**config.mk**
```make
export PLATFORM = sky130hd
export DESIGN_NAME = control_debouncer
export DESIGN_NICKNAME = d
export VERILOG_FILES = /design/src/rtl/control_debouncer.sv
export SDC_FILE = /design/constraint.sdc
export NUM_CORES = 1
export LEC_CHECK = 0
export ABC_AREA = 1
export BUFFER_PORTS_ARGS = -buffer_cell sky130_fd_sc_hd__buf_4
export CAP_MARGIN = 20
export CORE_AREA = 2 2 39 41
export DETAILED_ROUTE_END_ITERATION = 10
export DIE_AREA = 0 0 41 43
export PLACE_DENSITY = 0.57
export SYNTH_ARGS = -nofsm -noshare
export SYNTH_HDL_FRONTEND = slang
export SYNTH_SLANG_ARGS = --single-unit
```
**constraint.sdc**
```tcl
create_clock -name clk -period 1.45 [get_ports clk]
set_input_delay 0.2175 -clock clk [delete_from_list [all_inputs] [get_ports clk]]
set_output_delay 0.2175 -clock clk [all_outputs]
set_load 0.05 [all_outputs]
```
**src/rtl/control_debouncer.sv**
```systemverilog
// control_debouncer
// Conditions a raw, bouncy push-button/switch level for the downstream 4-bit
// counter. The input is synchronised through SYNC_STAGES flops and filtered by
// a four-state debounce FSM. A transition is accepted only after
// DEBOUNCE_CYCLES consecutive synchronised samples at the new level. The block
// outputs a clean level plus one-cycle rise/fall pulses. All outputs are
// registered.
//
// Optional build macro: CONTROL_DEBOUNCER_TOGGLE_EN
//   defined   -> control toggles on each accepted press and ignores accepted
//                releases. rise_pulse/fall_pulse still report the raw
//                debounced edges.
//   undefined -> control follows the debounced button level.
module control_debouncer #(
    parameter int  SYNC_STAGES     = 2,
    parameter int  DEBOUNCE_CYCLES = 16,
    localparam int CNT_W           = $clog2(DEBOUNCE_CYCLES)
) (
    input  logic clk,
    input  logic rst_n,
    input  logic btn_in,
    output logic control,
    output logic rise_pulse,
    output logic fall_pulse,
    output logic busy
);

    typedef enum logic [1:0] {
        STABLE_LOW    = 2'd0,
        DEBOUNCE_HIGH = 2'd1,
        STABLE_HIGH   = 2'd2,
        DEBOUNCE_LOW  = 2'd3
    } state_t;

    // The counter holds the number of consecutive candidate samples seen so
    // far. Acceptance happens on the sample that would make it DEBOUNCE_CYCLES,
    // so the counter itself never exceeds DEBOUNCE_CYCLES-1 and never wraps.
    localparam logic [CNT_W-1:0] CNT_LAST = CNT_W'(DEBOUNCE_CYCLES - 1);
    localparam logic [CNT_W-1:0] CNT_ONE  = CNT_W'(1);

    logic [SYNC_STAGES-1:0] sync_q;
    logic                   s;

    state_t                 state_q, state_d;
    logic [CNT_W-1:0]       cnt_q, cnt_d;
    logic                   control_q, control_d;
    logic                   rise_q, rise_d;
    logic                   fall_q, fall_d;
    logic                   busy_q, busy_d;

    // Synchroniser chain: bit 0 captures the raw pin, and the last bit is the
    // only value the FSM ever looks at.
    always_ff @(posedge clk or negedge rst_n) begin
        if (!rst_n) begin
            sync_q <= '0;
        end else begin
            sync_q <= {sync_q[SYNC_STAGES-2:0], btn_in};
        end
    end

    assign s = sync_q[SYNC_STAGES-1];

    // Debounce FSM state, stability counter and registered outputs.
    always_ff @(posedge clk or negedge rst_n) begin
        if (!rst_n) begin
            state_q   <= STABLE_LOW;
            cnt_q     <= '0;
            control_q <= 1'b0;
            rise_q    <= 1'b0;
            fall_q    <= 1'b0;
            busy_q    <= 1'b0;
        end else begin
            state_q   <= state_d;
            cnt_q     <= cnt_d;
            control_q <= control_d;
            rise_q    <= rise_d;
            fall_q    <= fall_d;
            busy_q    <= busy_d;
        end
    end

    // Next-state logic. A single sample back at the stable level aborts
    // qualification with no partial credit. Pulses default low, so each one
    // lasts exactly one cycle.
    always_comb begin
        state_d   = state_q;
        cnt_d     = cnt_q;
        control_d = control_q;
        rise_d    = 1'b0;
        fall_d    = 1'b0;

        case (state_q)
            STABLE_LOW: begin
                if (s) begin
                    state_d = DEBOUNCE_HIGH;
                    cnt_d   = CNT_ONE;
                end
            end

            DEBOUNCE_HIGH: begin
                if (!s) begin
                    state_d = STABLE_LOW;
                    cnt_d   = '0;
                end else if (cnt_q == CNT_LAST) begin
                    state_d = STABLE_HIGH;
                    cnt_d   = '0;
                    rise_d  = 1'b1;
`ifdef CONTROL_DEBOUNCER_TOGGLE_EN
                    control_d = ~control_q;
`else
                    control_d = 1'b1;
`endif
                end else begin
                    cnt_d = cnt_q + CNT_ONE;
                end
            end

            STABLE_HIGH: begin
                if (!s) begin
                    state_d = DEBOUNCE_LOW;
                    cnt_d   = CNT_ONE;
                end
            end

            DEBOUNCE_LOW: begin
                if (s) begin
                    state_d = STABLE_HIGH;
                    cnt_d   = '0;
                end else if (cnt_q == CNT_LAST) begin
                    state_d = STABLE_LOW;
                    cnt_d   = '0;
                    fall_d  = 1'b1;
`ifndef CONTROL_DEBOUNCER_TOGGLE_EN
                    control_d = 1'b0;
`endif
                end else begin
                    cnt_d = cnt_q + CNT_ONE;
                end
            end

            default: begin
                state_d = STABLE_LOW;
                cnt_d   = '0;
            end
        endcase

        // busy is registered alongside the state, so it is high exactly while
        // the FSM sits in a qualifying state.
        busy_d = (state_d == DEBOUNCE_HIGH) || (state_d == DEBOUNCE_LOW);
    end

    assign control    = control_q;
    assign rise_pulse = rise_q;
    assign fall_pulse = fall_q;
    assign busy       = busy_q;

endmodule

```
==> impl_metrics.json <==
{
  "setup_violations": 0,
  "synthCells": 53,
  "drt-wirelength-per-cell_microns": 9.35,
  "maxCapViolCount": 0,
  "n_antenna_cell": 0,
  "yosysTopAreaCell": "dfrtp_1",
  "antenna_found_initial": 0,
  "power.switching_w": 0.000154,
  "die-area_sq_um": 1760,
  "cpPeakStageDelay_ns": 0.49,
  "fillers": 135,
  "startpoint": "busy",
  "r2r-end": "state_q[1]",
  "area_delta_synth_final_pct": 20.6,
  "crit_slowest_cell": "dfrtp_1",
  "ys_ff_latch": 11,
  "grt_use_total_pct": 11.1,
  "drc": 0,
  "ys_seq_area_share_pct": 55.1,
  "rows": 14,
  "whs_ns": 0.0521,
  "setup_tns_ns": 0,
  "min_path_type": "input pin to flip-flop",
  "grt_pass1_vias": 288,
  "period_share_pct": 84.2,
  "cts_root_buf": "clkbuf_4",
  "critPathCaptureType": "primary output",
  "drive_gt1_share_pct": 26.6,
  "drv_slew": 0,
  "synth.distinct_cells": 15,
  "vias": 356,
  "r2r-start": "cnt_q[0]",
  "final_antenna_net_count": 0,
  "syn_avg_cell_area_sq_um": 9.42,
  "cp_top_family": "flip-flops",
  "io_buffers": 6,
  "insertion_delay_ns": 0.27,
  "min-delay-start": "btn_in",
  "syn_nets": 57,
  "finClkSkew_ns": 0.00175,
  "gp_congestion": 0.762,
  "status": "complete, no violations",
  "crit_chain": "buf_4",
  "startpoint_type": "flip-flop",
  "hold_end": "sync_q[0]",
  "clk_pin_slew_ns": 0.07,
  "dp_hpwl_microns": 541,
  "fp.dieW_microns": 41,
  "max_freq_mhz": 819,
  "rr_worst_depth": 6,
  "gr-total-overflow": 0,
  "grt_start_max_net_pins": 12,
  "relSlewSlack_pct": 82.9,
  "drt-total-wl_microns": 748,
  "num-nets-final": 69,
  "pwr-share-comb_pct": 9.5,
  "required_ns": 1.23,
  "yosysTopAreaCellShare_pct": 55.1,
  "numCtsBuffers": 3,
  "p_int_w": 0.000446,
  "netSwitchingFraction_pct": 25.6,
  "htreeDepth": 1,
  "grt_pass1_wl_mm": 1.21,
  "critPathBufInv": 1,
  "cts_sinks": 11,
  "path_max_fanout": 8,
  "hold_depth": 1,
  "hold_violations": 0,
  "drt-initial-drc-count": 4,
  "period_minus_slack_ns": 1.22,
  "drt_first_pass_iters": 2,
  "die_h_microns": 43,
  "ctsLongestPathBuffers": 2,
  "rrSetupSlack_ns": 0.26,
  "core_area_sq_um": 1380,
  "synth_area_leaders": "dfrtp_1 55%, nand2_1 9.8%, inv_1 8.3%",
  "cts_tree": "built",
  "synth.cell_area_sq_um": 499,
  "leakage_nw": 0.308,
  "initial_core_util_pct": 36.1,
  "max-vdd-ir-drop_uv": 395,
  "power_density_nw_per_um2": 996,
  "seq_power_share_pct": 56.4,
  "p_clk_share_pct": 34.1,
  "io_pins": 7,
  "via_per_inst": 4.45,
  "rsz0062_at_grt": "false",
  "cp.arrival_ns": 1.00,
  "worst_pin_slew_ns": 0.256,
  "path_class": "flip-flop to primary output",
  "synth_warnings": 0
}
worst reg2reg max path, cell delays in order (launching register included):
cell and delay [ns]:
dfrtp_1 0.41, ha_1 0.25, nand3_4 0.13, nor2_4 0.13
nand2_1 0.05, o21ai_0 0.06, inv_1 0.05
worst max-delay path by stage:
stage	slack [ns]	end	cells after the start
6_report	0.23	busy	1
5_1_grt	0.16	busy	1
4_1_cts	0.22	busy	1
3_5_place_dp	0.27	state_q[1]	6
3_3_place_gp	0.26	state_q[1]	6
2_1_floorplan	0.15	state_q[1]	5
Yosys cell counts, drive strengths merged:
cell	n
dfrtp	11
nor2	2
inv	11
a21oi	1
nand4	1
nand2	15
nor3	1
o21ai	5
ha	1
nand3	4
xnor2	1
cells in the final DEF, fill, tap and decap left out, drive strengths merged:
| master | count |
|---|---|
| nand3 | 4 |
| inv | 11 |
| ha | 1 |
| xnor2 | 1 |
| nand2 | 15 |
| nor2 | 2 |
| nor3 | 1 |
| dlygate4sd3 | 1 |
| buf | 6 |
| a21oi | 1 |
| o21ai | 5 |
| dfrtp | 11 |
| nand4 | 1 |
| clkinv | 1 |
| clkbuf | 3 |
layer usage:
layer | GRT usage (%) | up-vias | wire [microns]
met5 | 0 | - | 0
met4 | 10.0 | 0 | 12
met3 | 4.71 | 2 | 26
met2 | 13.4 | 5 | 369
met1 | 14.1 | 164 | 339
li1 | - | 185 | -
flip-flops by register name (all words and copies together), names as in the netlist:
signal and flops:
busy 1, fall_pulse 1, control 1, cnt_q 4, sync_q 2, rise_pulse 1, state_q 1
repair_timing:
| item | in CTS | in global routing |
|---|---|---|
| hold endpoints to repair | 11 | 0 |
| resized for setup | 0 | 0 |
| endpoints found under the setup margin | 0 | 0 |
| hold buffers | 1 | 0 |
| buffers inserted | 0 | 0 |
power by group through the flow:
stage	Sequential (W)	Clock [W]	Combinational, W
floorplan	0.000346	0	0.0000335
finish	0.000338	0.000205	0.0000570
detailed placement	0.000344	0	0.0000557
CTS	0.000338	0.000219	0.0000583
global placement	0.000343	0	0.0000553
global route	0.000340	0.000231	0.0000637
cells by family (layout without fill, tap and decap cells):
group,count (synthesis),after routing,synth area share [%]
xor+xnor,1,1,1.75
compound gates,6,6,6.77
flops,11,11,55.1
fa+ha+maj,1,1,2.51
buf+inv,11,22,8.27
simple gates,23,23,25.6
metrics by stage:
| step | total power (W) | util [%] | setup slack [ns] | std cells | area, sq um |
|---|---|---|---|---|---|
| 2_1_floorplan | 0.000379 | - | 0.149 | 53 | 499 |
| 3_3_place_gp | 0.000399 | 40.8 | 0.257 | 75 | 564 |
| 3_5_place_dp | 0.000399 | 40.8 | 0.266 | 75 | 564 |
| 4_1_cts | 0.000614 | 43.5 | 0.216 | 80 | 602 |
| 5_1_grt | 0.000634 | 43.5 | 0.158 | 80 | 602 |
| 6_report | 0.000600 | 43.5 | 0.229 | 80 | 602 |
cell type report:
cell class,count,area (sq um),area share (%)
flip-flops and latches,11,275,45.7
multi-input cells,31,183,30.4
repair buffers,7,55.1,9.15
inverters,11,41.3,6.86
clock buffers,3,22.5,3.74
well taps,16,20.0,3.33
clock inverters,1,5.00,0.832
(Power assumes the default switching activity.)
